`src/rtl/alu_exec_ctrl_if.sv`:
```
// Execute-stage bus bundle: instruction handshake, ALU drive/return and memory port.
// master = controller side, slave = environment (decoder, ALU, memory).
interface alu_exec_ctrl_if;
  logic [15:0] instr;
  logic        instr_valid;
  logic        instr_ready;
  logic [3:0]  alu_func;
  logic [15:0] alu_op0;
  logic [15:0] alu_op1;
  logic        alu_flag_en;
  logic [3:0]  alu_flag_in;
  logic [15:0] alu_q;
  logic [3:0]  alu_flag_out;
  logic        mem_req;
  logic        mem_we;
  logic [15:0] mem_addr;
  logic [15:0] mem_wdata;
  logic [15:0] mem_rdata;
  logic        mem_ack;

  modport master (
    input  instr, instr_valid, alu_q, alu_flag_out, mem_rdata, mem_ack,
    output instr_ready, alu_func, alu_op0, alu_op1, alu_flag_en, alu_flag_in,
           mem_req, mem_we, mem_addr, mem_wdata
  );

  modport slave (
    output instr, instr_valid, alu_q, alu_flag_out, mem_rdata, mem_ack,
    input  instr_ready, alu_func, alu_op0, alu_op1, alu_flag_en, alu_flag_in,
           mem_req, mem_we, mem_addr, mem_wdata
  );
endinterface

```
`src/rtl/alu_exec_ctrl.sv`:
```
// Execute-stage controller: drives an external 16-bit ALU from an 8x16 register file,
// owns PC and NZCV flags, resolves branches and sequences LD/ST with a memory timeout.
module alu_exec_ctrl #(
  parameter logic [15:0] RESET_PC    = 16'h0000,
  parameter int unsigned MEM_TIMEOUT = 15
) (
  input  logic                clk,
  input  logic                rst,
  alu_exec_ctrl_if.master     bus,
  output logic [15:0]         pc,
  output logic [3:0]          flags,
  output logic                retire,
  output logic                mem_err,
  input  logic [2:0]          dbg_addr,
  output logic [15:0]         dbg_data
);

  localparam int unsigned DW = 16;
  localparam int unsigned RN = 8;
  localparam int unsigned CW = (MEM_TIMEOUT < 2) ? 1 : $clog2(MEM_TIMEOUT + 1);

  typedef enum logic [3:0] {
    OP_ADD = 4'h0, OP_SUB = 4'h1, OP_LSL = 4'h2, OP_LSR = 4'h3,
    OP_AND = 4'h4, OP_OR  = 4'h5, OP_XOR = 4'h6, OP_CMP = 4'h7,
    OP_MOV = 4'h8, OP_LD  = 4'h9, OP_ST  = 4'hA, OP_JMP = 4'hB,
    OP_BEQ = 4'hC, OP_BNE = 4'hD, OP_BLT = 4'hE, OP_BGT = 4'hF
  } op_e;

  typedef enum logic [1:0] {S_IDLE, S_EXEC, S_MEM} state_e;

  state_e          state;
  op_e             op_q;
  logic [2:0]      rd_q;
  logic [2:0]      ra_q;
  logic [CW-1:0]   tmo_cnt;
  logic [DW-1:0]   regs [RN];

  // Incoming instruction decode; r0 is never written so it always reads zero
  op_e             in_op;
  logic [DW-1:0]   in_opa;
  logic [DW-1:0]   in_opb;
  assign in_op    = op_e'(bus.instr[15:12]);
  assign in_opa   = regs[bus.instr[8:6]];
  assign in_opb   = bus.instr[5] ? DW'(bus.instr[4:0]) : regs[bus.instr[2:0]];
  assign dbg_data = regs[dbg_addr];

  // ALU drive selected per incoming op, registered on acceptance
  logic [DW-1:0] op0_c;
  logic [DW-1:0] op1_c;
  logic          flag_en_c;
  logic [3:0]    flag_in_c;

  always_comb begin
    op0_c     = in_opa;
    op1_c     = in_opb;
    flag_en_c = 1'b0;
    flag_in_c = flags;
    unique case (in_op)
      OP_ADD, OP_SUB, OP_LSL, OP_LSR, OP_AND, OP_OR, OP_XOR, OP_CMP: flag_en_c = 1'b1;
      OP_MOV:                                                        op0_c = '0;
      OP_LD, OP_ST:                                                  ;
      OP_JMP, OP_BEQ, OP_BNE, OP_BLT, OP_BGT:                        op1_c = '0;
    endcase
    if (in_op == OP_LD) flag_in_c = {1'b0, flags[2:0]};
  end

  // Branch resolution from the controller's own flags {C,N,V,Z}
  logic taken_c;
  always_comb begin
    taken_c = 1'b0;
    unique case (op_q)
      OP_JMP:  taken_c = 1'b1;
      OP_BEQ:  taken_c = flags[0];
      OP_BNE:  taken_c = ~flags[0];
      OP_BLT:  taken_c = flags[2] & ~flags[0];
      OP_BGT:  taken_c = ~flags[2] & ~flags[0];
      default: taken_c = 1'b0;
    endcase
  end

  logic tmo_hit_c;
  assign tmo_hit_c = (MEM_TIMEOUT != 0) && (tmo_cnt == CW'(MEM_TIMEOUT - 1));

  always_ff @(posedge clk or posedge rst) begin
    if (rst) begin
      state           <= S_IDLE;
      bus.instr_ready <= 1'b1;
      pc              <= RESET_PC;
      flags           <= '0;
      retire          <= 1'b0;
      mem_err         <= 1'b0;
      bus.mem_req     <= 1'b0;
      bus.mem_we      <= 1'b0;
      bus.mem_addr    <= '0;
      bus.mem_wdata   <= '0;
      bus.alu_func    <= '0;
      bus.alu_op0     <= '0;
      bus.alu_op1     <= '0;
      bus.alu_flag_en <= 1'b0;
      bus.alu_flag_in <= '0;
      op_q            <= OP_ADD;
      rd_q            <= '0;
      ra_q            <= '0;
      tmo_cnt         <= '0;
      for (int i = 0; i < RN; i++) regs[i] <= '0;
    end else begin
      retire <= 1'b0;
      unique case (state)
        S_IDLE: begin
          if (bus.instr_valid) begin
            op_q            <= in_op;
            rd_q            <= bus.instr[11:9];
            ra_q            <= bus.instr[8:6];
            bus.alu_func    <= bus.instr[15:12];
            bus.alu_op0     <= op0_c;
            bus.alu_op1     <= op1_c;
            bus.alu_flag_en <= flag_en_c;
            bus.alu_flag_in <= flag_in_c;
            bus.instr_ready <= 1'b0;
            state           <= S_EXEC;
          end
        end
        S_EXEC: begin
          unique case (op_q)
            OP_ADD, OP_SUB, OP_LSL, OP_LSR, OP_AND, OP_OR, OP_XOR: begin
              if (rd_q != 3'd0) regs[rd_q] <= bus.alu_q;
              flags <= bus.alu_flag_out;
            end
            OP_CMP: flags <= bus.alu_flag_out;
            OP_MOV: if (rd_q != 3'd0) regs[rd_q] <= bus.alu_q;
            OP_LD, OP_ST: begin
              bus.mem_addr <= bus.alu_q;
              if (op_q == OP_ST) bus.mem_wdata <= regs[rd_q];
              bus.mem_req  <= 1'b1;
              bus.mem_we   <= (op_q == OP_ST);
              tmo_cnt      <= '0;
            end
            OP_JMP, OP_BEQ, OP_BNE, OP_BLT, OP_BGT: ;
          endcase
          if (op_q == OP_LD || op_q == OP_ST) begin
            state <= S_MEM;
          end else begin
            pc              <= taken_c ? regs[ra_q] : pc + DW'(1);
            retire          <= 1'b1;
            bus.instr_ready <= 1'b1;
            state           <= S_IDLE;
          end
        end
        S_MEM: begin
          // Ack wins over a coincident timeout; abort leaves the register file untouched
          if (bus.mem_ack || tmo_hit_c) begin
            if (bus.mem_ack && op_q == OP_LD && rd_q != 3'd0) regs[rd_q] <= bus.mem_rdata;
            if (!bus.mem_ack) mem_err <= 1'b1;
            bus.mem_req     <= 1'b0;
            bus.mem_we      <= 1'b0;
            pc              <= pc + DW'(1);
            retire          <= 1'b1;
            bus.instr_ready <= 1'b1;
            state           <= S_IDLE;
          end else begin
            tmo_cnt <= tmo_cnt + CW'(1);
          end
        end
        default: state <= S_IDLE;
      endcase
    end
  end

endmodule

```
`src/flat_wrapper.sv`:
```
// flat-port wrapper written by rule: the top's interface ports become plain ports
module alu_exec_ctrl_flat 
#(
  parameter logic [15:0] RESET_PC    = 16'h0000,
  parameter int unsigned MEM_TIMEOUT = 15
)
  (clk, rst, pc, flags, retire, mem_err, dbg_addr, dbg_data, bus_instr, bus_instr_valid, bus_alu_q, bus_alu_flag_out, bus_mem_rdata, bus_mem_ack, bus_instr_ready, bus_alu_func, bus_alu_op0, bus_alu_op1, bus_alu_flag_en, bus_alu_flag_in, bus_mem_req, bus_mem_we, bus_mem_addr, bus_mem_wdata);
  alu_exec_ctrl_if bus_i ();
  input  logic clk;
  input  logic rst;
  output logic [15:0] pc;
  output logic [3:0] flags;
  output logic retire;
  output logic mem_err;
  input  logic [2:0] dbg_addr;
  output logic [15:0] dbg_data;
  input wire logic [$bits(bus_i.instr)-1:0] bus_instr;
  input wire logic [$bits(bus_i.instr_valid)-1:0] bus_instr_valid;
  input wire logic [$bits(bus_i.alu_q)-1:0] bus_alu_q;
  input wire logic [$bits(bus_i.alu_flag_out)-1:0] bus_alu_flag_out;
  input wire logic [$bits(bus_i.mem_rdata)-1:0] bus_mem_rdata;
  input wire logic [$bits(bus_i.mem_ack)-1:0] bus_mem_ack;
  output wire logic [$bits(bus_i.instr_ready)-1:0] bus_instr_ready;
  output wire logic [$bits(bus_i.alu_func)-1:0] bus_alu_func;
  output wire logic [$bits(bus_i.alu_op0)-1:0] bus_alu_op0;
  output wire logic [$bits(bus_i.alu_op1)-1:0] bus_alu_op1;
  output wire logic [$bits(bus_i.alu_flag_en)-1:0] bus_alu_flag_en;
  output wire logic [$bits(bus_i.alu_flag_in)-1:0] bus_alu_flag_in;
  output wire logic [$bits(bus_i.mem_req)-1:0] bus_mem_req;
  output wire logic [$bits(bus_i.mem_we)-1:0] bus_mem_we;
  output wire logic [$bits(bus_i.mem_addr)-1:0] bus_mem_addr;
  output wire logic [$bits(bus_i.mem_wdata)-1:0] bus_mem_wdata;
  assign bus_i.instr = bus_instr;
  assign bus_i.instr_valid = bus_instr_valid;
  assign bus_i.alu_q = bus_alu_q;
  assign bus_i.alu_flag_out = bus_alu_flag_out;
  assign bus_i.mem_rdata = bus_mem_rdata;
  assign bus_i.mem_ack = bus_mem_ack;
  assign bus_instr_ready = bus_i.instr_ready;
  assign bus_alu_func = bus_i.alu_func;
  assign bus_alu_op0 = bus_i.alu_op0;
  assign bus_alu_op1 = bus_i.alu_op1;
  assign bus_alu_flag_en = bus_i.alu_flag_en;
  assign bus_alu_flag_in = bus_i.alu_flag_in;
  assign bus_mem_req = bus_i.mem_req;
  assign bus_mem_we = bus_i.mem_we;
  assign bus_mem_addr = bus_i.mem_addr;
  assign bus_mem_wdata = bus_i.mem_wdata;
  alu_exec_ctrl #(.RESET_PC(RESET_PC), .MEM_TIMEOUT(MEM_TIMEOUT)) u_core (.clk(clk), .rst(rst), .bus(bus_i), .pc(pc), .flags(flags), .retire(retire), .mem_err(mem_err), .dbg_addr(dbg_addr), .dbg_data(dbg_data));
endmodule
```
`config.mk`:
```
export PLATFORM = sky130hd
export DESIGN_NAME = alu_exec_ctrl_flat
export DESIGN_NICKNAME = d
export VERILOG_FILES = /design/src/rtl/alu_exec_ctrl_if.sv /design/src/rtl/alu_exec_ctrl.sv /design/src/flat_wrapper.sv
export SDC_FILE = /design/constraint.sdc
export NUM_CORES = 1
export LEC_CHECK = 0
export CORE_MARGIN = 1.5
export CORE_UTILIZATION = 60
export CTS_CLUSTER_DIAMETER = 30
export CTS_CLUSTER_SIZE = 28
export DETAILED_ROUTE_END_ITERATION = 6
export HOLD_SLACK_MARGIN = 0.03
export PLACE_DENSITY = 0.93
export SLEW_MARGIN = 10
export SYNTH_ARGS = -nofsm -noshare
export SYNTH_HDL_FRONTEND = slang
export SYNTH_SLANG_ARGS = --single-unit
```
`constraint.sdc`:
```
create_clock -name clk -period 14.6 [get_ports clk]
set_input_delay 1.46 -clock clk [delete_from_list [all_inputs] [get_ports clk]]
set_output_delay 1.46 -clock clk [all_outputs]
set_load 0.01 [all_outputs]
```
==> report_table.html, run 1 <==
<table>
<tr><th>Metric</th><th>Value</th></tr>
<tr><th colspan="2">Run status</th></tr>
<tr><td>Status</td><td>finished, final reports clean</td></tr>
<tr><th colspan="2">STA</th></tr>
<tr><td>Relative max-transition margin</td><td>0.185</td></tr>
<tr><td>Worst-case setup margin in the final layout</td><td>9.33 ns</td></tr>
<tr><td>Number of endpoints failing setup at the final stage</td><td>0</td></tr>
<tr><td>Unrepaired setup endpoints after global routing</td><td>no</td></tr>
<tr><td>Transition time at the pin with the least slew margin</td><td>1.22 ns</td></tr>
<tr><td>Final count of pins violating max slew</td><td>0</td></tr>
<tr><td>Setup TNS</td><td>0 ns</td></tr>
<tr><td>Final hold violation count</td><td>0</td></tr>
<tr><td>Worst Skew</td><td>0.0253 ns</td></tr>
<tr><td>Fmax achieved</td><td>190 MHz</td></tr>
<tr><td>Final period demand of the worst path</td><td>5.27 ns</td></tr>
<tr><td>Share of the cycle needed by the critical path after routing</td><td>0.361</td></tr>
<tr><th colspan="2">Clocking</th></tr>
<tr><td>Post-cts gate resize count</td><td>0</td></tr>
<tr><td># hold bufs at CTS</td><td>0</td></tr>
<tr><td>Post-CTS setup buffers</td><td>0</td></tr>
<tr><td>CTS HTree Levels</td><td>2</td></tr>
<tr><td>Clock edge transition at the registers on the reported setup and hold paths</td><td>0.06 ns</td></tr>
<tr><td>Number of CTS-inserted buffers</td><td>51</td></tr>
<tr><td>Cell chosen for the clock root</td><td>sky130_fd_sc_hd__clkbuf_16</td></tr>
<tr><td>Maximum root-to-sink buffer count</td><td>3</td></tr>
<tr><td>Clock tree sinks</td><td>238</td></tr>
<tr><td>CTS tree</td><td>yes</td></tr>
<tr><td>Insertion delay of the later-clocked pin in the worst-skew pair</td><td>0.56 ns</td></tr>
<tr><th colspan="2">Synthesis</th></tr>
<tr><td>Syn nets</td><td>1127</td></tr>
<tr><td>Number of instances in the synthesized netlist</td><td>1061</td></tr>
<tr><td>Post-synthesis async set-or-reset flop share</td><td>1.00</td></tr>
<tr><td>Post-synthesis register bit count</td><td>238</td></tr>
<tr><td>EDFF count, synth</td><td>0</td></tr>
<tr><td>Dominant cell type by area after synthesis</td><td>sky130_fd_sc_hd__dfrtp_1</td></tr>
<tr><td>Number of synthesis warnings</td><td>0</td></tr>
<tr><td>Sequential fraction of the synthesis area</td><td>0.415</td></tr>
<tr><td>Share of the synthesized area in the top cell type</td><td>0.413</td></tr>
<tr><td>Most area-consuming cells after synthesis</td><td>sky130_fd_sc_hd__dfrtp_1 41%, sky130_fd_sc_hd__mux4_2 23%, sky130_fd_sc_hd__mux2_2 15%</td></tr>
<tr><td>Count leader, synth</td><td>sky130_fd_sc_hd__dfrtp_1</td></tr>
<tr><td>Average instance area after synthesis</td><td>13.5 sq um</td></tr>
<tr><td>Most used flip-flop cell after synthesis</td><td>sky130_fd_sc_hd__dfrtp_1</td></tr>
<tr><td>Commonest cells post-synth</td><td>237 x sky130_fd_sc_hd__dfrtp_1, 191 x sky130_fd_sc_hd__mux2_2, 146 x sky130_fd_sc_hd__mux4_2</td></tr>
<tr><td>Synth Cell Area</td><td>14400 sq um</td></tr>
<tr><td>Count of cell types in the netlist</td><td>58</td></tr>
<tr><th colspan="2">Placement</th></tr>
<tr><td>Placed instance area</td><td>16200 sq um</td></tr>
<tr><td>Setup Slack @ Placement</td><td>9.35 ns</td></tr>
<tr><td>Detail Placement HPWL</td><td>26.4 mm</td></tr>
<tr><td>RD Place Congestion</td><td>0.898</td></tr>
<tr><td>Instance count after placement with tap cells included</td><td>1466</td></tr>
<tr><td>Port Buffer Count</td><td>172</td></tr>
<tr><th colspan="2">Pwr</th></tr>
<tr><td>Max VDD drop</td><td>0.000129 V</td></tr>
<tr><td>Switching power of the nets</td><td>0.00180 W</td></tr>
<tr><td>Pwr per Cell Area</td><td>262 nW/um^2</td></tr>
<tr><td>Design Power</td><td>0.00471 W</td></tr>
<tr><td>Sequential fraction of design power</td><td>0.295</td></tr>
<tr><td>Combinational group share of total power</td><td>0.440</td></tr>
<tr><td>Standby leakage power</td><td>7.35 nW</td></tr>
<tr><td>Fraction of power consumed by the clock network</td><td>0.264</td></tr>
<tr><td>Internal power component</td><td>0.00292 W</td></tr>
<tr><td>Switching share of power</td><td>0.381</td></tr>
<tr><th colspan="2">Job</th></tr>
<tr><td>Max Cap Viol</td><td>0</td></tr>
<tr><th colspan="2">Route</th></tr>
<tr><td>Antenna Violating Nets Remaining</td><td>0</td></tr>
<tr><td>Detailed-route vias per instance</td><td>7.28</td></tr>
<tr><td>Initial DRC Count</td><td>1725</td></tr>
<tr><td>Detailed-router iteration count before antenna repair</td><td>6</td></tr>
<tr><td>Vias post-DR</td><td>11400</td></tr>
<tr><td>Total wire length</td><td>45.2 mm</td></tr>
<tr><td>Post-DR wirelength/cell</td><td>28.9 microns</td></tr>
<tr><td>Residual DRC count</td><td>0</td></tr>
<tr><th colspan="2">Die</th></tr>
<tr><td>Standard cell core area</td><td>23500 sq um</td></tr>
<tr><td>Initial cell density of the core</td><td>0.611</td></tr>
<tr><td>Ports</td><td>173</td></tr>
<tr><td>Die Wd</td><td>158 microns</td></tr>
<tr><td>Die H</td><td>158 microns</td></tr>
<tr><td>Total die area</td><td>24900 sq um</td></tr>
<tr><td>Site Rows</td><td>56</td></tr>
<tr><th colspan="2">Worst setup path</th></tr>
<tr><td>Worst-path cell with the longest stage delay</td><td>sky130_fd_sc_hd__buf_2</td></tr>
<tr><td>Depth of the worst register-to-register path</td><td>4</td></tr>
<tr><td>Slack of the worst reg-to-reg path</td><td>11.24 ns</td></tr>
<tr><td>Cells along the critical path</td><td>buf_2 &gt; mux4_2 &gt; mux2_2 &gt; clkdlybuf4s50_1</td></tr>
<tr><td>Crit. End Element</td><td>primary output</td></tr>
<tr><td>Required time of the critical path</td><td>13.14 ns</td></tr>
<tr><td>Data arrival at the endpoint of the critical path</td><td>3.81 ns</td></tr>
<tr><td>Reg-to-reg endpoint</td><td>u_core.regs[102]</td></tr>
<tr><td>Delay contributed by the slowest stage of the critical path</td><td>0.86 ns</td></tr>
<tr><td>Maximum fanout along the worst path</td><td>32</td></tr>
<tr><td>Critical Setup Path Class</td><td>in -&gt; out</td></tr>
<tr><td>Launching element type of the critical path</td><td>input port</td></tr>
<tr><td>Worst R2R Start</td><td>u_core.rd_q[0]</td></tr>
<tr><th colspan="2">Worst hold path</th></tr>
<tr><td>Hold Path Origin</td><td>u_core.mem_err</td></tr>
<tr><td>Worst hold path cell count</td><td>1</td></tr>
<tr><td>Hold worst-path end</td><td>u_core.mem_err</td></tr>
<tr><td>Type of the tightest min-delay check</td><td>reg -&gt; reg</td></tr>
<tr><th colspan="2">Global routing</th></tr>
<tr><td>Antenna violations before repair</td><td>4</td></tr>
<tr><td>Largest net degree at the start of global routing</td><td>122</td></tr>
<tr><td>Residual overflow from global routing</td><td>0</td></tr>
<tr><td>Via count of the first global-routing pass</td><td>11900</td></tr>
<tr><td>Tot GR Track Use</td><td>0.378</td></tr>
<tr><td>Wire length of the first global-routing pass</td><td>69.8 mm</td></tr>
<tr><th colspan="2">Cells and area</th></tr>
<tr><td>Post-Layout Inst Area</td><td>18000 sq um</td></tr>
<tr><td>Area delta synth-&gt;final</td><td>25.6%</td></tr>
<tr><td>Ratio of cells with drive above 1 in the final layout</td><td>0.384</td></tr>
<tr><td>Final Non-Filler Cells</td><td>1561</td></tr>
<tr><td>Net count reported at finish</td><td>1266</td></tr>
</table>
area by class of cell:
| cell class | instances | area, sq um |
|---|---|---|
| tap | 319 | 399 |
| multi-input combinational | 706 | 7900 |
| sequential | 238 | 5960 |
| clock buffer | 59 | 1370 |
| clock inverter | 35 | 493 |
| inverter | 12 | 52.6 |
| timing repair buffer | 191 | 1850 |
| fill | 1209 | 5450 |
| antenna | 1 | 2.50 |
state kept, by name (all words and copies together), names as in the netlist, 4 cells and up:
register	cells
u_core.bus.alu_flag_in	4
u_core.bus.alu_func	4
u_core.bus.alu_op0	16
u_core.bus.alu_op1	16
u_core.bus.mem_addr	16
u_core.bus.mem_wdata	16
u_core.flags	4
u_core.pc	16
u_core.regs	128
u_core.tmo_cnt	4
critical path: cells and delay by family:
kind | cells | cell delay [ns]
multiplexers | 2 | 0.96
buffers and inverters | 2 | 1.36
through the flow:
stage | hold WS [ns] | utilization
global route | 0.497 | 0.768
detailed placement | 0.457 | 0.688
floorplan | 0.437 | -
CTS | 0.474 | 0.768
finish | 0.485 | 0.768
global placement | 0.445 | 0.688
how the worst max path moves through the flow:
stage | startpoint | to
3_3_place_gp | dbg_addr[0] | dbg_data[0]
4_1_cts | dbg_addr[0] | dbg_data[0]
5_1_grt | dbg_addr[0] | dbg_data[0]
2_1_floorplan | rst | u_core.bus.alu_flag_en
3_5_place_dp | dbg_addr[0] | dbg_data[0]
6_report | dbg_addr[0] | dbg_data[0]
layer usage:
layer,share of wire,routed length [microns],track usage,vias up
met5,0.00086,39,0,-
met4,0.055,2490,0.209,6
met3,0.14,6520,0.143,290
met2,0.46,20900,0.579,1079
met1,0.34,15300,0.464,5575
li1,-,-,-,4412
cell usage in the layout, fill, tap and decap left out, drive strengths merged, types with 14 or more instances in the layout:
master | synthesis | routed
inv | 12 | 20
a21oi | 33 | 33
mux2 | 201 | 201
a22oi | 14 | 14
buf | 45 | 22
mux4 | 146 | 146
mux2i | 58 | 58
dfrtp | 237 | 237
nor2 | 39 | 39
clkdlybuf4s50 | 0 | 169
nand2 | 54 | 54
o21ai | 56 | 56
clkbuf | 60 | 59
cells by family (layout without fill, tap and decap cells):
family	after synthesis	count (layout)	share of synthesized area
AOI/OAI and AO/OA	150	150	0.0652
xor gates and xnor gates	1	1	0.000610
adders and majority gates	7	7	0.00610
buffers and inverters	117	297	0.0353
DFF	238	238	0.415
muxes	405	405	0.430
other	0	1	0
and+or+nand+nor	143	143	0.0479
power groups by stage:
stage          clock [W]  sequential [W]  combinational (W)
6_report         0.00125         0.00139            0.00207
5_1_grt          0.00128         0.00141            0.00217
4_1_cts          0.00125         0.00135            0.00204
3_5_place_dp           0         0.00134            0.00197
3_3_place_gp           0         0.00130            0.00190
2_1_floorplan          0         0.00125            0.00131
Power figures use the tool's default switching activity.
==> run 2: changes to the inputs <==
--- a/config.mk
+++ b/config.mk
@@ -6,12 +6,12 @@
 export NUM_CORES = 1
 export LEC_CHECK = 0
 export CORE_MARGIN = 1.5
-export CORE_UTILIZATION = 60
+export CORE_UTILIZATION = 51
 export CTS_CLUSTER_DIAMETER = 30
 export CTS_CLUSTER_SIZE = 28
 export DETAILED_ROUTE_END_ITERATION = 6
 export HOLD_SLACK_MARGIN = 0.03
-export PLACE_DENSITY = 0.93
+export PLACE_DENSITY = 0.85
 export SLEW_MARGIN = 10
 export SYNTH_ARGS = -nofsm -noshare
 export SYNTH_HDL_FRONTEND = slang
==> constraint.sdc (replaced) <==
create_clock -name clk -period 4.7 [get_ports clk]
set_input_delay 0.47 -clock clk [delete_from_list [all_inputs] [get_ports clk]]
set_output_delay 0.47 -clock clk [all_outputs]
set_load 0.01 [all_outputs]
==> run 2 against run 1 <==
  * Hold slack worse by 0.26 ns
  * Via count down 4.9%
  * Global-route usage shrank 8.7 points
  * Final area increased by 0.26%
  * Die area grew 17%
  * Critical endpoint is now u_core.regs[56]
  * Largest power group unchanged
  * Highest routed layer is now met4
==> report_table.html, run 2 (synthesis results as in run 1) <==
<table>
<tr><th>Metric</th><th>Value</th></tr>
<tr><th colspan="2">Global routing</th></tr>
<tr><td>Residual overflow from global routing</td><td>0 (unchanged)</td></tr>
<tr><td>Via count of the first global-routing pass</td><td>11100 (-6.6%)</td></tr>
<tr><td>Antenna violations before repair</td><td>1 (-3)</td></tr>
<tr><td>Largest net degree at the start of global routing</td><td>177 (+45%)</td></tr>
<tr><td>Tot GR Track Use</td><td>0.290 (-0.0874)</td></tr>
<tr><td>Wire length of the first global-routing pass</td><td>63.6 mm (-8.9%)</td></tr>
<tr><th colspan="2">Clocking</th></tr>
<tr><td>Cell chosen for the clock root</td><td>sky130_fd_sc_hd__clkbuf_16</td></tr>
<tr><td>CTS HTree Levels</td><td>2 (unchanged)</td></tr>
<tr><td>CTS tree</td><td>yes</td></tr>
<tr><td>Post-cts gate resize count</td><td>0 (unchanged)</td></tr>
<tr><td>Number of CTS-inserted buffers</td><td>52 (+2.0%)</td></tr>
<tr><td># hold bufs at CTS</td><td>0 (unchanged)</td></tr>
<tr><td>Post-CTS setup buffers</td><td>0 (unchanged)</td></tr>
<tr><td>Clock edge transition at the registers on the reported setup and hold paths</td><td>0.05 ns (about the same)</td></tr>
<tr><td>Maximum root-to-sink buffer count</td><td>3 (unchanged)</td></tr>
<tr><td>Insertion delay of the later-clocked pin in the worst-skew pair</td><td>0.57 ns (about the same)</td></tr>
<tr><td>Clock tree sinks</td><td>238 (unchanged)</td></tr>
<tr><th colspan="2">Worst setup path</th></tr>
<tr><td>Worst-path cell with the longest stage delay</td><td>sky130_fd_sc_hd__nand3_2</td></tr>
<tr><td>Data arrival at the endpoint of the critical path</td><td>3.65 ns (-0.16 ns)</td></tr>
<tr><td>Required time of the critical path</td><td>5.13 ns (-8.01 ns)</td></tr>
<tr><td>Maximum fanout along the worst path</td><td>24 (-25%)</td></tr>
<tr><td>Launching element type of the critical path</td><td>register</td></tr>
<tr><td>Most frequent CP cell</td><td>sky130_fd_sc_hd__inv_1</td></tr>
<tr><td>Crit. End Element</td><td>register</td></tr>
<tr><td>Critical Setup Path Class</td><td>reg -&gt; reg</td></tr>
<tr><td>Delay contributed by the slowest stage of the critical path</td><td>0.71 ns (-0.15 ns)</td></tr>
<tr><td>Cells along the critical path</td><td>inv_1 &gt; ha_1 &gt; buf_4 &gt; inv_1 &gt; a211oi_2 &gt; nand3_2 &gt; mux2_2</td></tr>
<tr><th colspan="2">Cells and area</th></tr>
<tr><td>Area delta synth-&gt;final</td><td>25.9%</td></tr>
<tr><td>Ratio of cells with drive above 1 in the final layout</td><td>0.388 (+0.00412)</td></tr>
<tr><td>Area used by multi-input combinational logic</td><td>7900 sq um (unchanged)</td></tr>
<tr><td>Combined flip-flop and latch cell area</td><td>5960 sq um (unchanged)</td></tr>
<tr><td>Commonest non-fill, non-tap cell in the layout</td><td>sky130_fd_sc_hd__dfrtp_1</td></tr>
<tr><td>Fill cell count</td><td>1861 (+54%)</td></tr>
<tr><td>Max FFs per register</td><td>128 (unchanged)</td></tr>
<tr><td>Most flop-heavy register</td><td>u_core.regs</td></tr>
<tr><td>Commonest non-fill, non-tap cells in the layout</td><td>236 x sky130_fd_sc_hd__dfrtp_1, 191 x sky130_fd_sc_hd__mux2_2, 169 x sky130_fd_sc_hd__clkdlybuf4s50_1</td></tr>
<tr><td>Net count reported at finish</td><td>1274 (+0.63%)</td></tr>
<tr><th colspan="2">Worst hold path</th></tr>
<tr><td>Type of the tightest min-delay check</td><td>in -&gt; async</td></tr>
<tr><th colspan="2">Job</th></tr>
<tr><td>Max Cap Viol</td><td>0 (unchanged)</td></tr>
<tr><th colspan="2">STA</th></tr>
<tr><td>Final period demand of the worst path</td><td>3.22 ns</td></tr>
<tr><td>Unrepaired setup endpoints after global routing</td><td>no</td></tr>
<tr><td>Transition time at the pin with the least slew margin</td><td>1.17 ns (-0.0481 ns)</td></tr>
<tr><td>Worst Skew</td><td>0.0213 ns (-0.00400 ns)</td></tr>
<tr><td>Final count of pins violating max slew</td><td>0 (unchanged)</td></tr>
<tr><td>Setup TNS</td><td>0 ns (unchanged)</td></tr>
<tr><td>Final hold violation count</td><td>0 (unchanged)</td></tr>
<tr><td>Share of the cycle needed by the critical path after routing</td><td>0.685</td></tr>
<tr><td>Worst hold slack after final layout</td><td>0.229 ns (-0.256 ns)</td></tr>
<tr><td>Fmax achieved</td><td>311 MHz</td></tr>
<tr><td>Number of endpoints failing setup at the final stage</td><td>0 (unchanged)</td></tr>
<tr><td>Relative max-transition margin</td><td>0.217 (+0.0322)</td></tr>
<tr><th colspan="2">Route</th></tr>
<tr><td>Detailed-route vias per instance</td><td>6.63 (-9.0%)</td></tr>
<tr><td>Vias post-DR</td><td>10800 (-4.9%)</td></tr>
<tr><td>Total wire length</td><td>41.5 mm (-8.2%)</td></tr>
<tr><td>Initial DRC Count</td><td>1378 (-20%)</td></tr>
<tr><td>Antenna Violating Nets Remaining</td><td>0 (unchanged)</td></tr>
<tr><td>Residual DRC count</td><td>0 (unchanged)</td></tr>
<tr><td>Detailed-router iteration count before antenna repair</td><td>5 (-1)</td></tr>
<tr><td>Post-DR wirelength/cell</td><td>25.4 microns (-12%)</td></tr>
<tr><th colspan="2">Die</th></tr>
<tr><td>Total die area</td><td>29200 sq um (+17%)</td></tr>
<tr><td>Standard cell core area</td><td>27700 sq um (+18%)</td></tr>
<tr><td>Ports</td><td>173 (unchanged)</td></tr>
<tr><td>Die H</td><td>171 microns (+8.3%)</td></tr>
<tr><td>Site Rows</td><td>61 (+8.9%)</td></tr>
<tr><td>Die Wd</td><td>171 microns (+8.3%)</td></tr>
<tr><td>Initial cell density of the core</td><td>0.518 (-0.0934)</td></tr>
<tr><th colspan="2">Placement</th></tr>
<tr><td>Port Buffer Count</td><td>172 (unchanged)</td></tr>
<tr><td>Detail Placement HPWL</td><td>27.0 mm (+2.1%)</td></tr>
<tr><td>RD Place Congestion</td><td>0.891 (-0.84%)</td></tr>
<tr><th colspan="2">Pwr</th></tr>
<tr><td>Pwr per Cell Area</td><td>778 nW/um^2 (+200%)</td></tr>
<tr><td>Standby leakage power</td><td>7.35 nW (about the same)</td></tr>
<tr><td>Design Power</td><td>0.0141 W (+200%)</td></tr>
<tr><td>Max VDD drop</td><td>0.000353 V (+170%)</td></tr>
<tr><th colspan="2">Run status</th></tr>
<tr><td>Status</td><td>finished, final reports clean</td></tr>
</table>
-- run 2: final cells by class --
cell class | instances | area share
diodes | 1 | 0.000138
clock buffers | 64 | 0.0789
flip-flops and latches | 238 | 0.330
inverters | 12 | 0.00270
multi-input cells | 706 | 0.437
well taps | 378 | 0.0262
clock inverters | 33 | 0.0191
repair buffers | 198 | 0.106
-- run 2: report_power, final --
group | leakage, nW | internal (W) | switching, W
Combinational | 3.56 | 0.00349 | 0.00271
Clock | 0.854 | 0.00234 | 0.00123
Sequential | 2.94 | 0.00298 | 0.00132
-- run 2: stage by stage --
stage               instances   util  worst slack [ns]  cell area (sq um)
floorplan                1061      -              1.11              14400
global placement         1532  0.588              1.47              16300
detailed placement       1532  0.588              1.39              16300
CTS                      1629  0.652              1.50              18100
global route             1629  0.652              1.36              18100
finish                   1630  0.652              1.48              18100
-- run 2: critical path, delay by kind of cell (launching register included) --
family          cells  cell delay (ns)
compound gates      1             0.64
fa+ha+maj           1             0.14
buf+inv             3             0.66
flops               1             0.41
mux                 1             0.51
simple gates        1             0.71
-- run 2: layer usage --
layer,track usage,share of wire,vias up
met5,0,0,-
met4,0.132,0.037,0
met3,0.0786,0.11,144
met2,0.451,0.47,760
met1,0.383,0.38,5457
li1,-,-,4440
-- run 2: final timing paths --
kind | cells after the start | to | start | slack [ns]
setup / recovery | 7 | u_core.regs[56] | u_core.state[0] | 1.48
hold / removal | 2 | u_core.bus.mem_addr[14] | rst | 0.23
setup reg to reg | 7 | u_core.regs[56] | u_core.state[0] | 1.48
hold reg to reg | 2 | u_core.bus.alu_op1[9] | u_core.bus.alu_op1[9] | 0.48
max in group asynchronous | 3 | u_core.regs[104] | rst | 3.23
min in group clk | 2 | u_core.bus.alu_op1[9] | u_core.bus.alu_op1[9] | 0.48
==> run 3: changes to the inputs <==
--- a/config.mk
+++ b/config.mk
@@ -6,12 +6,12 @@
 export NUM_CORES = 1
 export LEC_CHECK = 0
 export CORE_MARGIN = 1.5
-export CORE_UTILIZATION = 51
+export CORE_UTILIZATION = 57
 export CTS_CLUSTER_DIAMETER = 30
 export CTS_CLUSTER_SIZE = 28
 export DETAILED_ROUTE_END_ITERATION = 6
 export HOLD_SLACK_MARGIN = 0.03
-export PLACE_DENSITY = 0.85
+export PLACE_DENSITY = 0.89
 export SLEW_MARGIN = 10
 export SYNTH_ARGS = -nofsm -noshare
 export SYNTH_HDL_FRONTEND = slang
==> constraint.sdc (replaced) <==
create_clock -name clk -period 3.1 [get_ports clk]
set_input_delay 0.31 -clock clk [delete_from_list [all_inputs] [get_ports clk]]
set_output_delay 0.31 -clock clk [all_outputs]
set_load 0.01 [all_outputs]
==> run 3 against run 2 <==
  * Setup slack worse by 1.0 ns
  * Combinational power increased by 58%
  * Register-to-register slack got worse by 1.0 ns
  * Highest routed layer is now met5
  * Clock power rose by 64%
  * Non-clock buffer count grew 28
==> report_table.html, run 3 (synthesis results as in run 1) <==
<table>
<tr><th>Metric</th><th>Value</th></tr>
<tr><th colspan="2">Run status</th></tr>
<tr><td>Status</td><td>finished, final reports clean</td></tr>
<tr><th colspan="2">Pwr</th></tr>
<tr><td>Standby leakage power</td><td>7.59 nW (+3.2%)</td></tr>
<tr><td>Switching share of power</td><td>0.369 (-0.00456)</td></tr>
<tr><td>Switching power of the nets</td><td>0.00822 W (+56%)</td></tr>
<tr><td>Design Power</td><td>0.0223 W (+58%)</td></tr>
<tr><td>Max VDD drop</td><td>0.000646 V (+83%)</td></tr>
<tr><td>Internal power component</td><td>0.0140 W (+59%)</td></tr>
<tr><td>Fraction of power consumed by the clock network</td><td>0.262 (+0.008)</td></tr>
<tr><td>Pwr per Cell Area</td><td>1210 nW/um^2 (+55%)</td></tr>
<tr><td>Sequential fraction of design power</td><td>0.298 (-0.008)</td></tr>
<tr><td>Combinational group share of total power</td><td>0.439 (-0.002)</td></tr>
<tr><th colspan="2">Worst setup path</th></tr>
<tr><td>Launching element type of the critical path</td><td>register</td></tr>
<tr><td>Data arrival at the endpoint of the critical path</td><td>2.33 ns (-1.32 ns)</td></tr>
<tr><td>Delay contributed by the slowest stage of the critical path</td><td>0.52 ns (-0.19 ns)</td></tr>
<tr><td>Cells along the critical path</td><td>mux4_2 &gt; mux2_2 &gt; clkdlybuf4s50_1</td></tr>
<tr><td>Critical Setup Path Class</td><td>reg -&gt; out</td></tr>
<tr><td>Crit. End Element</td><td>primary output</td></tr>
<tr><td>Maximum fanout along the worst path</td><td>6 (-75%)</td></tr>
<tr><td>Required time of the critical path</td><td>2.79 ns (-2.34 ns)</td></tr>
<tr><td>Worst-path cell with the longest stage delay</td><td>sky130_fd_sc_hd__mux4_2</td></tr>
<tr><th colspan="2">Route</th></tr>
<tr><td>Residual DRC count</td><td>0 (unchanged)</td></tr>
<tr><td>Vias post-DR</td><td>11400 (+5.3%)</td></tr>
<tr><td>Detailed-route vias per instance</td><td>7.10 (+7.2%)</td></tr>
<tr><td>Initial DRC Count</td><td>1668 (+21%)</td></tr>
<tr><td>Detailed-router iteration count before antenna repair</td><td>6 (+1)</td></tr>
<tr><td>Total wire length</td><td>44.9 mm (+8.2%)</td></tr>
<tr><td>Antenna Violating Nets Remaining</td><td>0 (unchanged)</td></tr>
<tr><td>Post-DR wirelength/cell</td><td>28.0 microns (+10%)</td></tr>
<tr><th colspan="2">Cells and area</th></tr>
<tr><td>Ratio of cells with drive above 1 in the final layout</td><td>0.401 (+0.0128)</td></tr>
<tr><td>Layout Utilization</td><td>0.752 (+0.0995)</td></tr>
<tr><td>Final Non-Filler Cells</td><td>1602 (-1.7%)</td></tr>
<tr><td>Post-Layout Inst Area</td><td>18400 sq um (+2.1%)</td></tr>
<tr><td>Commonest non-fill, non-tap cell in the layout</td><td>sky130_fd_sc_hd__dfrtp_1</td></tr>
<tr><td>Net count reported at finish</td><td>1302 (+2.2%)</td></tr>
<tr><td>Most flop-heavy register</td><td>u_core.regs</td></tr>
<tr><td>Commonest non-fill, non-tap cells in the layout</td><td>236 x sky130_fd_sc_hd__dfrtp_1, 191 x sky130_fd_sc_hd__mux2_2, 169 x sky130_fd_sc_hd__clkdlybuf4s50_1</td></tr>
<tr><td>Fill cell count</td><td>1400 (-25%)</td></tr>
<tr><td>Max FFs per register</td><td>128 (unchanged)</td></tr>
<tr><td>Area delta synth-&gt;final</td><td>28.5%</td></tr>
<tr><th colspan="2">Placement</th></tr>
<tr><td>Port Buffer Count</td><td>172 (unchanged)</td></tr>
<tr><td>Placed instance area</td><td>16600 sq um (+1.7%)</td></tr>
<tr><td>RD Place Congestion</td><td>0.939 (+5.4%)</td></tr>
<tr><td>Detail Placement HPWL</td><td>28.9 mm (+7.2%)</td></tr>
<tr><td>Instance count after placement with tap cells included</td><td>1506 (-1.7%)</td></tr>
<tr><th colspan="2">Die</th></tr>
<tr><td>Initial cell density of the core</td><td>0.585 (+0.0670)</td></tr>
<tr><td>Total die area</td><td>26100 sq um (-10%)</td></tr>
<tr><td>Site Rows</td><td>57 (-6.6%)</td></tr>
<tr><td>Ports</td><td>173 (unchanged)</td></tr>
<tr><td>Die Wd</td><td>162 microns (-5.3%)</td></tr>
<tr><td>Die H</td><td>162 microns (-5.3%)</td></tr>
<tr><td>Standard cell core area</td><td>24500 sq um (-11%)</td></tr>
<tr><th colspan="2">STA</th></tr>
<tr><td>Final hold violation count</td><td>0 (unchanged)</td></tr>
<tr><td>Unrepaired setup endpoints after global routing</td><td>no</td></tr>
<tr><td>Number of endpoints failing setup at the final stage</td><td>0 (unchanged)</td></tr>
<tr><td>Final count of pins violating max slew</td><td>0 (unchanged)</td></tr>
<tr><td>Final period demand of the worst path</td><td>2.64 ns</td></tr>
<tr><td>Transition time at the pin with the least slew margin</td><td>0.939 ns (-0.232 ns)</td></tr>
<tr><td>Worst Skew</td><td>0.0163 ns (-0.00502 ns)</td></tr>
<tr><td>Relative max-transition margin</td><td>0.369 (+0.152)</td></tr>
<tr><td>Setup TNS</td><td>0 ns (unchanged)</td></tr>
<tr><td>Fmax achieved</td><td>379 MHz</td></tr>
<tr><td>Share of the cycle needed by the critical path after routing</td><td>0.851</td></tr>
<tr><th colspan="2">Clocking</th></tr>
<tr><td>CTS HTree Levels</td><td>2 (unchanged)</td></tr>
<tr><td>Clock tree sinks</td><td>238 (unchanged)</td></tr>
<tr><td>Cell chosen for the clock root</td><td>sky130_fd_sc_hd__clkbuf_16</td></tr>
<tr><td>Post-cts gate resize count</td><td>0 (unchanged)</td></tr>
<tr><td>Insertion delay of the later-clocked pin in the worst-skew pair</td><td>0.54 ns (-0.03 ns)</td></tr>
<tr><td>Number of CTS-inserted buffers</td><td>52 (unchanged)</td></tr>
<tr><td>CTS tree</td><td>yes</td></tr>
<tr><td># hold bufs at CTS</td><td>0 (unchanged)</td></tr>
<tr><td>Post-CTS setup buffers</td><td>0 (unchanged)</td></tr>
<tr><td>Maximum root-to-sink buffer count</td><td>3 (unchanged)</td></tr>
<tr><td>Clock edge transition at the registers on the reported setup and hold paths</td><td>0.05 ns (about the same)</td></tr>
<tr><th colspan="2">Global routing</th></tr>
<tr><td>Via count of the first global-routing pass</td><td>11800 (+6.5%)</td></tr>
<tr><td>Largest net degree at the start of global routing</td><td>88 (-50%)</td></tr>
<tr><td>Wire length of the first global-routing pass</td><td>69.3 mm (+8.9%)</td></tr>
<tr><td>Antenna violations before repair</td><td>3 (+2)</td></tr>
<tr><td>Tot GR Track Use</td><td>0.350 (+0.0596)</td></tr>
<tr><td>Residual overflow from global routing</td><td>0 (unchanged)</td></tr>
<tr><th colspan="2">Job</th></tr>
<tr><td>Max Cap Viol</td><td>0 (unchanged)</td></tr>
<tr><th colspan="2">Worst hold path</th></tr>
<tr><td>Type of the tightest min-delay check</td><td>in -&gt; async</td></tr>
</table>
-- run 3: path summary, 6_finish.rpt --
path                                 start                    end  slack, ns  cells past startpoint
max                         u_core.regs[9]            dbg_data[9]       0.46                      3
min                                    rst        u_core.regs[74]       0.22                      2
max reg2reg                u_core.state[0]  u_core.bus.alu_op1[8]       0.46                      6
min reg2reg                 u_core.mem_err         u_core.mem_err       0.47                      1
max in group asynchronous              rst  u_core.bus.alu_op0[8]       2.02                      3
min in group clk             bus_instr[11]         u_core.rd_q[2]       0.40                      2
-- run 3: critical path, delay by kind of cell, from the launching register on --
| family | cells | cell delay, ns |
|---|---|---|
| mux | 2 | 0.84 |
| buf+inv | 1 | 0.50 |
| flops | 1 | 0.46 |
-- run 3: layer usage --
layer / GRT usage / share of wire / up-vias
met5: 0 / 0.00020 / -
li1: - / - / 4487
met2: 0.554 / 0.48 / 968
met4: 0.183 / 0.049 / 2
met1: 0.441 / 0.35 / 5706
met3: 0.101 / 0.12 / 214
-- run 3: stage by stage --
step                hold WS (ns)  setup slack, ns
floorplan                  0.422           -0.329
global placement           0.447            0.413
detailed placement         0.460            0.401
CTS                        0.219            0.476
global route               0.252            0.375
finish                     0.220            0.463
-- run 3: layout make-up --
| type | count | area [sq um] | share of cell area |
|---|---|---|---|
| well taps | 324 | 405 | 0.0220 |
| clock buffers | 63 | 1430 | 0.0777 |
| repair buffers | 226 | 2260 | 0.123 |
| inverters | 12 | 48.8 | 0.00265 |
| flip-flops and latches | 238 | 5960 | 0.323 |
| clock inverters | 31 | 428 | 0.0232 |
| multi-input cells | 706 | 7900 | 0.428 |
| diodes | 2 | 5.00 | 0.000271 |
-- run 3: power groups by stage --
stage	Sequential (W)	Clock, W	Combinational, W
2_1_floorplan	0.00588	0	0.00619
3_3_place_gp	0.00629	0	0.00914
3_5_place_dp	0.00645	0	0.00946
4_1_cts	0.00649	0.00587	0.00967
5_1_grt	0.00676	0.00604	0.0103
6_report	0.00664	0.00584	0.00978
